===== config.mk =====
export PLATFORM = sky130hd
export DESIGN_NAME = if_id_skid
export DESIGN_NICKNAME = d
export VERILOG_FILES = /design/src/rtl/if_id_skid.sv
export SDC_FILE = /design/constraint.sdc
export NUM_CORES = 1
export LEC_CHECK = 0
export CAP_MARGIN = 40
export CORE_MARGIN = 8
export CORE_UTILIZATION = 50
export CTS_CLUSTER_DIAMETER = 200
export DETAILED_ROUTE_END_ITERATION = 8
export PLACE_DENSITY = 0.89
export SLEW_MARGIN = 15
export SYNTH_ARGS = -nofsm -noshare
export SYNTH_HDL_FRONTEND = slang
export SYNTH_SLANG_ARGS = --single-unit

===== constraint.sdc =====
create_clock -name clk -period 4.9 [get_ports clk]
set_input_delay 0.98 -clock clk [delete_from_list [all_inputs] [get_ports clk]]
set_output_delay 0.98 -clock clk [all_outputs]
set_load 0.01 [all_outputs]

===== src/rtl/if_id_skid.sv =====
// if_id_skid: IF/ID pipeline register with a valid/ready handshake and a
// two-entry skid buffer. in_ready is driven only by registered state and
// hold, so decode's out_ready never reaches fetch combinationally.
// Also supports a flush redirect, a breakpoint hold, a NOP bubble on the
// output while empty, and a saturating backpressure-cycle counter.
module if_id_skid #(
    parameter int unsigned        PC_W    = 32,
    parameter int unsigned        INS_W   = 32,
    parameter logic [INS_W-1:0]   NOP_INS = '0,
    parameter int unsigned        CNT_W   = 16
) (
    input  logic             clk,
    input  logic             rst,
    input  logic             flush,
    input  logic             hold,
    input  logic             in_valid,
    output logic             in_ready,
    input  logic [PC_W-1:0]  in_npc,
    input  logic [INS_W-1:0] in_ins,
    output logic             out_valid,
    input  logic             out_ready,
    output logic [PC_W-1:0]  out_npc,
    output logic [INS_W-1:0] out_ins,
    output logic [CNT_W-1:0] stall_cnt
);

    // Occupancy of the stage: nothing, main only, or main plus skid.
    typedef enum logic [1:0] {
        ST_EMPTY = 2'd0,
        ST_ONE   = 2'd1,
        ST_TWO   = 2'd2
    } state_t;

    state_t             state_q,    state_d;
    logic [PC_W-1:0]    main_npc_q, main_npc_d;
    logic [INS_W-1:0]   main_ins_q, main_ins_d;
    logic [PC_W-1:0]    skid_npc_q, skid_npc_d;
    logic [INS_W-1:0]   skid_ins_q, skid_ins_d;
    logic [CNT_W-1:0]   stall_cnt_q, stall_cnt_d;

    logic acc;
    logic fire;
    logic stall_inc;

    // Handshake outputs come straight from registered state and hold.
    always_comb begin
        in_ready  = ~hold & (state_q != ST_TWO);
        out_valid = ~hold & (state_q != ST_EMPTY);
        out_npc   = main_npc_q;
        out_ins   = main_ins_q;
        stall_cnt = stall_cnt_q;
        acc       = in_valid & in_ready;
        fire      = out_valid & out_ready;
    end

    // Next occupancy and entry contents; flush beats hold beats normal flow.
    always_comb begin
        // NOTE: every signal gets a default here first, so no path can leave
        // a value unassigned and turn this block into a latch.
        state_d    = state_q;
        main_npc_d = main_npc_q;
        main_ins_d = main_ins_q;
        skid_npc_d = skid_npc_q;
        skid_ins_d = skid_ins_q;

        if (flush) begin
            // Redirect: drop everything, including a same-cycle input transfer.
            state_d    = ST_EMPTY;
            main_npc_d = '0;
            main_ins_d = NOP_INS;
        end else if (!hold) begin
            case (state_q)
                ST_EMPTY: begin
                    if (acc) begin
                        main_npc_d = in_npc;
                        main_ins_d = in_ins;
                        state_d    = ST_ONE;
                    end
                end
                ST_ONE: begin
                    if (acc && fire) begin
                        // Head leaves and the new instruction replaces it.
                        main_npc_d = in_npc;
                        main_ins_d = in_ins;
                    end else if (acc) begin
                        // Decode is stalled: park the new one behind the head.
                        skid_npc_d = in_npc;
                        skid_ins_d = in_ins;
                        state_d    = ST_TWO;
                    end else if (fire) begin
                        // Last entry consumed: present a NOP bubble.
                        main_npc_d = '0;
                        main_ins_d = NOP_INS;
                        state_d    = ST_EMPTY;
                    end
                end
                ST_TWO: begin
                    if (fire) begin
                        // Skid drains into the head, keeping FIFO order.
                        main_npc_d = skid_npc_q;
                        main_ins_d = skid_ins_q;
                        state_d    = ST_ONE;
                    end
                end
                default: begin
                    state_d    = ST_EMPTY;
                    main_npc_d = '0;
                    main_ins_d = NOP_INS;
                end
            endcase
        end
    end

    // Debug counter: cycles where decode is offered an instruction and refuses.
    always_comb begin
        stall_inc   = out_valid & ~out_ready & ~flush;
        stall_cnt_d = stall_cnt_q;
        if (stall_inc && (stall_cnt_q != {CNT_W{1'b1}})) begin
            stall_cnt_d = stall_cnt_q + CNT_W'(1);
        end
    end

    // State, head entry and counter registers with synchronous reset.
    always_ff @(posedge clk) begin
        // NOTE: sequential state uses non-blocking assignments so every
        // register samples the values from before this edge.
        if (rst) begin
            state_q     <= ST_EMPTY;
            main_npc_q  <= '0;
            main_ins_q  <= NOP_INS;
            stall_cnt_q <= '0;
        end else begin
            state_q     <= state_d;
            main_npc_q  <= main_npc_d;
            main_ins_q  <= main_ins_d;
            stall_cnt_q <= stall_cnt_d;
        end
    end

    // Skid entry data register.
    always_ff @(posedge clk) begin
        // NOTE: the skid entry has no reset; its contents are only read in
        // ST_TWO, which is always entered by writing it first.
        skid_npc_q <= skid_npc_d;
        skid_ins_q <= skid_ins_d;
    end

endmodule


; Word-level counts from Yosys, hierarchy flattened
; Index checks and enable logic that the tools add are counted.
[totals]
reg_bits = 146
output_inout_bits = 82
word_cells = 51
[classes]
n_addsub = 1
eq_ne = 10
mux = 16
n_bitwise = 10
reduce_logical = 8
[ops]
columns = op, count
row1 = $mux 32, 8
row2 = $pmux 32 s3, 2
row3 = $add 16x1->16 const B, 1
row4 = $ne 16x16->1 const B, 1
row5 = $reduce_and 5->1, 3
row6 = $mux 2, 5
row7 = $ne 3x3->1 const B, 3
row8 = $ne 2x2->1 const B, 4
row9 = $and 1x1->1, 6
row10 = $pmux 2 s3, 1
row11 = $not 1->1, 4
row12 = $eq 2x1->1 const B, 1
row13 = $eq 2x2->1 const B, 1
row14 = $logic_and 1x1->1, 2
row15 = $logic_not 2->1, 1
row16 = $reduce_bool 2->1, 1
row17 = $reduce_or 2->1, 1

; Longest topological paths before layout
; Gate-level depths: netlist (run 1).
[logic_depth]
ltp_word = 7
mapped_depth = 7
depth_no_buf = 5

; Worst setup path before layout (run 1)
; OpenSTA, ideal clock, no wires.
[synth_path]
path_kind = in2reg
startpoint = in hold
endpoint = reg skid_ins_q[0], enable pin
t_arrival_ps = 4048
required_time_ps = 4414
setup_slack_ps = 365
cell_stages = 4
n_path_buf = 1
path_cell_list = buf_2 -> nor2_1 -> nand4b_1 -> nor2_1
[synth_via]
elab_chain_cells = 6
word_cells_on_any_way = 8
classes_between = bitwise: 6 / reduce/logical: 2
[synth_rtl]
columns = element, line_no
row1 = from (decl), 15  ; input logic hold,
row2 = $not 1->1 (no line) (*), --
row3 = "$and 1x1->1, on equally long branches", "47, 48"
row4 = "$and 1x1->1, on equally long branches", "52, 53"
row5 = $logic_and 1x1->1, 81  ; if (acc && fire) begin
row6 = $not 1->1 (no line), --
row7 = $reduce_and 5->1 (no line) (*), --
row8 = to (signal assigned), 145  ; skid_ins_q <= skid_ins_d;
row9 = to (decl), 38  ; logic [INS_W-1:0] skid_ins_q, skid_ins_d;
; Every way passes the cells marked *; elsewhere a longest branch is shown, timed or not.
; A chain may end at the register's enable or synchronous reset.

; Final worst setup path (run 1)
[layout_path]
startpoint = in hold
endpoint = out in_ready
[layout_via]
elab_chain_cells = 2
[layout_rtl]
columns = element, line_no
row1 = $not 1->1 (no line), --
row2 = $and 1x1->1, 47  ; in_ready = ~hold & (state_q != ST_TWO);
row3 = to (decl), 17  ; output logic in_ready,
; Every way passes these cells.

==> impl_metrics.yaml, run 1 <==
run_status:
  outcome: "completed"
global_routing:
  grt-ovfl-total: 0
  met2_usage_pct: 32.5
  grt.met3_usage_pct: 4.76
  grt_pass1_vias: 5313
  busiest_layer: "met2"
  grt_pass1_wl_um: 27100
  grt_max_degree: 65
  antenna_found_initial: 0
  grt_use_met1_pct: 21.7
  grt_usage_pct: 18.8
timing:
  period_minus_slack_ps: 3440
  slew_violations: 0
  fin_ws_ps: 1460
  max_freq_ghz: 0.291
  tightest_slew_ps: 843
  tns_ps: 0
  skew_ps: 8.35
  rsz0062_at_grt: "no"
  hold_viol: 0
  whs_ps: 505
  maxSlewHeadroom_pct: 43.6
  fin_crit_sh_pct: 70.1
  setup_viol: 0
layout:
  antennaDiodeCount: 0
  drive_gt1_share_pct: 14.8
  final_cell_mix: "151 x clkdlybuf4s50_1, 143 x nor2_1, 80 x dfxtp_1"
  area_growth_pct: 32.7
  nNetsFinal: 823
  layout_commonest_cell: "clkdlybuf4s50_1"
  num-fill-cells: 952
  stdcell_area_um2: 8930
logic_synthesis:
  synth-seq-cells: 146
  synth.top_cell.area_share_pct: 28.6
  syn_area_um2: 6730
  synth_warnings: 0
  async_flop_share_pct: 0
  synth_nets: 691
  synthTopCellsByArea: "edfxtp_1 29%, dfxtp_1 24%, a211oi_2 10%"
  synth_cells: 620
  synth_cell_type_count: 39
  avgSynthCellArea_um2: 10.8
  seq_area_frac_synth_pct: 53.0
  synth_edf_count: 64
  ys.flop_type: "dfxtp_1"
  synth_largest_area_cell: "edfxtp_1"
floorplan:
  die-area_um2: 17400
  design.core.area_um2: 13200
  io_pins: 152
  die_h_um: 132
  start_util_pct: 51.0
  die_w_um: 132
  std_cell_rows: 42
job:
  maxCapViolCount: 0
setup_path:
  crit_required_ps: 3920
  rr_endpoint: "out_npc[11]$_SDFFE_PP0P_"
  cp_data_arrival_time_ps: 2460
  ff2ff_setup_slack_ps: 2160
  reg2reg_from: "state_q[0]$_SDFFE_PP0P_"
  end_kind: "primary output"
  path_class: "in2out"
  crit_fanout: 9
  rr_worst_depth: 7
  startpoint_type: "primary input"
pwr:
  total_power_w: 0.00283
  peakVddDrop_mv: 0.218
  p_leak_nw: 2.88
  power.density_nw_per_um2: 317
place:
  dpl_worst_slack_ps: 1490
  hpwl_um: 11200
  place_congestion: 0.836
  io_buffers: 151
  placedInstanceArea_um2: 8370
routing:
  vias_per_cell: 5.62
  vias: 5291
  first_pass_iters: 4
  wirelength_um: 16700
  wire_per_inst_um: 17.7
  drc: 0
  drtAntennaViolNets: 0
  first_iter_violations: 382
clock_tree:
  cts_resized: 0
  cts_setup_buffers: 0
  cts_max_level: 4
  cts_sinks: 146
  clk_pin_slew_worst_paths_ps: 50
  cts_hold_buf: 0
  cts_buffer_depth: 2
  clk_latency_ps: 410
  cts_tree: "yes"
  clock-root-buffer: "clkbuf_16"
  numCtsBuffers: 17
worst_hold_path:
  min_to: "out_ins[16]$_SDFFE_PP0P_"
  hp-start: "out_ins[16]$_SDFFE_PP0P_"
  hold_path.class: "reg2reg"
  hold_path_depth: 2
## flip-flops by register name, indices dropped and copies added (netlist names)
name,count
skid_npc_q,32
out_npc,32
state_q,2
out_ins,32
skid_ins_q,32
stall_cnt,16
## worst max path at each step
stage / start / end / depth (start not counted)
final: hold / in_ready / 3
after global placement: hold / in_ready / 3
after detailed placement: hold / in_ready / 3
after floorplan: hold / skid_ins_q[0]$_DFFE_PP_ / 4
after global routing: hold / in_ready / 3
after CTS: hold / in_ready / 3
## cell families (layout without fill, tap and decap cells)
group | after synthesis | after routing | synth area share (%)
adder cells (fa/ha/maj) | 1 | 1 | 0.186
AO/OA/AOI/OAI | 150 | 150 | 18.1
AND/OR/NAND/NOR | 197 | 197 | 13.3
flip-flops | 146 | 146 | 53.0
buffers and inverters | 51 | 196 | 4.15
XOR/XNOR | 1 | 1 | 0.130
multiplexers | 74 | 74 | 11.2
## cells in the mapped netlist, types with 4 or more instances
master      n
nor2_1    144
clkbuf_1   13
a211oi_1   12
nor2b_1     8
dfxtp_1    82
nand3_1     4
buf_4       4
nor3_1      4
nor4_1      6
nand4_1     5
buf_6       6
o21ai_0     4
mux2_2      8
buf_2      22
a211oi_2   56
nand2_1     5
mux2i_1    66
edfxtp_1   64
a21oi_1    73
## per-stage QoR
step | utilization, % | std cells
3_3_place_gp | 62.8 | 906
2_1_floorplan | - | 620
4_1_cts | 67.7 | 941
3_5_place_dp | 63.4 | 909
6_report | 67.7 | 941
5_1_grt | 67.7 | 941
## power by group
group / switching, W / leakage [nW] / internal, W
sequential: 0.0000151 / 1.24 / 0.00129
clock: 0.000481 / 0.277 / 0.000736
combinational: 0.000160 / 1.36 / 0.000143
## layer usage
metal	share of wire, %	wire length (um)	vias to the layer above
met5	0	0	-
met4	2.3	379	0
met3	6.0	995	28
met2	51	8450	183
met1	41	6840	2550
li1	-	-	2530
## cell type report
type | count | area (um2) | share of cell area (%)
clock buffer | 23 | 478 | 5.35
clock inverter | 9 | 80.1 | 0.897
inverter | 3 | 11.3 | 0.126
multi-input combinational | 423 | 2920 | 32.7
sequential | 146 | 3570 | 40.0
tap | 176 | 220 | 2.47
timing repair buffer | 161 | 1650 | 18.4
## critical path, cell delays in order
cell	delay, ps
clkdlybuf4s50_1	640
a21oi_1	250
clkdlybuf4s50_1	580
Note: power is estimated with default switching activity, not from simulation.
==> run 2: changes to the inputs <==
- clock period: 4.9 -> 3.43 ns (I/O delays scaled with it)
==> run 2 against run 1 <==
Clock-buffer cell count is 3 higher. Critical path depth unchanged. Sequential power grew 43%. Non-clock buffer count grew 2. Critical path type unchanged. Combinational power up 42%. Hold slack got worse by 2.7 ps. Largest cell class unchanged. Routed wire length is 1.4% lower. Register-to-register slack worse by 900 ps. Clock skew fell by 3.2 ps. Total power rose by 51%. Sequential cell count unchanged.
==> impl_metrics.yaml, run 2 (synthesized netlist as in run 1, its figures left out) <==
timing:
  tightest_slew_ps: 741
  slew_violations: 0
  tns_ps: 0
  period_minus_slack_ps: 2800
  fin_crit_sh_pct: 81.6
  setup_viol: 0
  fin_ws_ps: 632
  maxSlewHeadroom_pct: 50.1
  skew_ps: 5.19
  rsz0062_at_grt: "no"
  max_freq_ghz: 0.357
  hold_viol: 0
layout:
  layout_commonest_cell: "clkdlybuf4s50_1"
  num-fill-cells: 958
  drive_gt1_share_pct: 15.1
  final_cell_mix: "151 x clkdlybuf4s50_1, 143 x nor2_1, 80 x dfxtp_1"
  nNetsFinal: 825
  multi_input_area_um2: 2920
  antennaDiodeCount: 0
  ff_latch_area_um2: 3570
  area_growth_pct: 34.4
  utilization_pct: 68.5
  stdcell_count: 943
floorplan:
  io_pins: 152
  start_util_pct: 51.0
  die_h_um: 132
  design.core.area_um2: 13200
  die_w_um: 132
  std_cell_rows: 42
  die-area_um2: 17400
pwr:
  total_power_w: 0.00428
  peakVddDrop_mv: 0.272
  p_leak_nw: 2.93
  power.density_nw_per_um2: 473
routing:
  top_layer: "met4"
  vias_per_cell: 5.57
  drtAntennaViolNets: 0
  wire_per_inst_um: 17.4
  first_pass_iters: 7
  first_iter_violations: 444
  drc: 0
  vias: 5257
  dr_wl_met3_um: 908
  met2_length_um: 8500
  wirelength_um: 16400
  wl_met1_um: 6760
setup_path:
  path_class: "in2out"
  crit_required_ps: 2740
  cp_data_arrival_time_ps: 2110
  end_kind: "primary output"
  startpoint_type: "primary input"
  crit_fanout: 9
global_routing:
  grt_pass1_vias: 5449
  grt-ovfl-total: 0
  grt_usage_pct: 18.7
  antenna_found_initial: 0
  grt_max_degree: 71
  grt_pass1_wl_um: 26900
place:
  io_buffers: 151
  hpwl_um: 11200
  place_congestion: 0.816
  dpl_worst_slack_ps: 607
  placedCellCount: 911
job:
  maxCapViolCount: 0
worst_hold_path:
  hold_path.class: "reg2reg"
clock_tree:
  cts_setup_buffers: 0
  cts_buffer_depth: 2
  clk_pin_slew_worst_paths_ps: 50
  cts_resized: 0
  cts_tree: "yes"
  cts_max_level: 4
  clk_latency_ps: 410
  cts_hold_buf: 0
  clock-root-buffer: "clkbuf_16"
  cts_sinks: 146
  numCtsBuffers: 17
run_status:
  outcome: "completed"
run 2: final timing paths:
| check | startpoint | end | slack (ps) | depth (start not counted) |
|---|---|---|---|---|
| setup / recovery | hold | in_ready | 630 | 3 |
| hold / removal | out_ins[17]$_SDFFE_PP0P_ | out_ins[17]$_SDFFE_PP0P_ | 500 | 2 |
| setup reg to reg | state_q[0]$_SDFFE_PP0P_ | stall_cnt[10]$_SDFFE_PP0P_ | 1260 | 4 |
| hold reg to reg | out_ins[17]$_SDFFE_PP0P_ | out_ins[17]$_SDFFE_PP0P_ | 500 | 2 |
run 2: metrics by stage:
stage	cell area (um2)	hold WS [ps]
2_1_floorplan	6730	520
3_3_place_gp	8350	491
3_5_place_dp	8380	498
4_1_cts	9040	505
5_1_grt	9040	530
6_report	9040	502
run 2: final cells by class:
cell class	count	share of cell area, %
Clock inverter	6	0.928
Inverter	3	0.125
Sequential cell	146	39.5
Timing Repair Buffer	163	18.4
Multi-Input combinational cell	423	32.3
Tap cell	176	2.44
Clock buffer	26	6.34
run 2: worst max-delay path, stage by stage:
cell	delay, ps
clkdlybuf4s50_1	640
a21oi_1	230
clkdlybuf4s50_1	560
run 2: routing by layer:
layer  track usage, %  vias up
li1                 -     2524
met1             20.6     2551
met2             33.6      161
met3             4.84       21
met4             7.47        0
met5                0        -
run 2: power by group:
part,switching (W),internal [W]
Combinational,0.000227,0.000206
Clock,0.000683,0.00130
Sequential,0.0000219,0.00184
==> run 3: changes to the inputs <==
- CORE_UTILIZATION: 50 -> 46
- PLACE_DENSITY: 0.89 -> 0.86
- clock period: 3.43 -> 2.3 ns (I/O delays scaled with it)
==> run 3 against run 2 <==
Hold slack worse by 3.6 ps. Via count decreased by 0.76%. Final cell count rose by 2.8%. Largest cell class unchanged. Largest power group is now registers. Highest routed layer is now met5.
==> impl_metrics.yaml, run 3 (synthesized netlist as in run 1, its figures left out) <==
global_routing:
  grt-ovfl-total: 0
  grt_max_degree: 60
  grt_pass1_vias: 5209
  grt_pass1_wl_um: 26900
  antenna_found_initial: 1
  grt_usage_pct: 18.3
timing:
  rsz0062_at_grt: "no"
  whs_ps: 498
  fin_crit_sh_pct: 93.0
  skew_ps: 9.36
  max_freq_ghz: 0.467
  hold_viol: 0
  period_minus_slack_ps: 2140
  setup_viol: 0
  maxSlewHeadroom_pct: 54.2
  slew_violations: 0
  tightest_slew_ps: 680
floorplan:
  std_cell_rows: 44
  start_util_pct: 46.6
  design.core.area_um2: 14400
  io_pins: 152
  die_h_um: 137
  die_w_um: 137
  die-area_um2: 18700
routing:
  drc: 0
  first_iter_violations: 387
  wl_met1_um: 7310
  wirelength_um: 16900
  dr_wl_met3_um: 1120
  vias_per_cell: 5.38
  first_pass_iters: 4
  drtAntennaViolNets: 0
  top_layer: "met5"
  vias: 5217
  met2_length_um: 8260
  wire_per_inst_um: 17.5
layout:
  antennaDiodeCount: 0
  nNetsFinal: 843
  layout_commonest_cell: "clkdlybuf4s50_1"
  area_growth_pct: 36.0
  stdcell_area_um2: 9150
  final_cell_mix: "151 x clkdlybuf4s50_1, 143 x nor2_1, 80 x dfxtp_1"
  drive_gt1_share_pct: 16.4
  stdcell_count: 969
  num-fill-cells: 1142
setup_path:
  crit_required_ps: 1840
  path_class: "in2out"
  startpoint_type: "primary input"
  crit_fanout: 4
  end_kind: "primary output"
  cp_data_arrival_time_ps: 1680
clock_tree:
  clk_pin_slew_worst_paths_ps: 50
  cts_tree: "yes"
  clk_latency_ps: 420
  clock-root-buffer: "clkbuf_16"
  cts_sinks: 146
  cts_max_level: 4
  numCtsBuffers: 17
  cts_hold_buf: 0
  cts_buffer_depth: 2
pwr:
  power.density_nw_per_um2: 668
  peakVddDrop_mv: 0.444
  p_leak_nw: 2.98
place:
  hpwl_um: 11300
  placedInstanceArea_um2: 8580
  io_buffers: 151
  placedCellCount: 937
  place_congestion: 0.793
run_status:
  outcome: "completed"
job:
  maxCapViolCount: 0
worst_hold_path:
  hold_path.class: "reg2reg"
==> run 3: per-stage QoR <==
step                TNS (ps)  setup WS, ps  utilization [%]  power (W)
finish                     0           161             63.4    0.00611
global route               0          88.1             63.4    0.00632
CTS                        0          55.6             63.4    0.00616
detailed placement     -24.7         -10.9             59.5    0.00351
global placement       -7.57         -3.32             59.5    0.00349
floorplan              -2680         -41.9                -    0.00318
==> run 3: path summary, 6_finish.rpt <==
path,startpoint,endpoint,slack [ps],depth (start not counted)
max,hold,in_ready,160,3
min reg2reg,out_ins[20]$_SDFFE_PP0P_,out_ins[20]$_SDFFE_PP0P_,500,2
max reg2reg,stall_cnt[4]$_SDFFE_PP0P_,stall_cnt[9]$_SDFFE_PP0P_,480,4
min,out_ins[20]$_SDFFE_PP0P_,out_ins[20]$_SDFFE_PP0P_,500,2
==> run 3: power by group <==
part,switching [W],internal [W]
registers,0.0000289,0.00275
clock network,0.00101,0.00165
logic,0.000344,0.000333
==> run 3: routing by layer <==
layer	up-vias	global-route usage [%]
li1	2575	-
met1	2471	22.0
met2	150	30.0
met3	19	5.21
met4	2	7.42
met5	-	0
==> run 3: final cells by class <==
type                    instances  area (um2)  area share, %
clock buffers                  26         479           5.24
clock inverters                 6        82.6          0.903
inverters                       3        11.3          0.123
multi-input cells             423        2920           31.9
flip-flops and latches        146        3570           39.0
well taps                     184         230           2.52
repair buffers                181        1850           20.2
==> run 3: worst max-delay path, stage by stage <==
cell,delay [ps]
clkdlybuf4s50_1,490
a21oi_1,170
clkdlybuf4s50_1,560
==> run 3: what timing repair did <==
action | CTS | global route
buffers inserted | 0 | 0
endpoints found under the setup margin | 0 | 1
resized for setup | 0 | 1
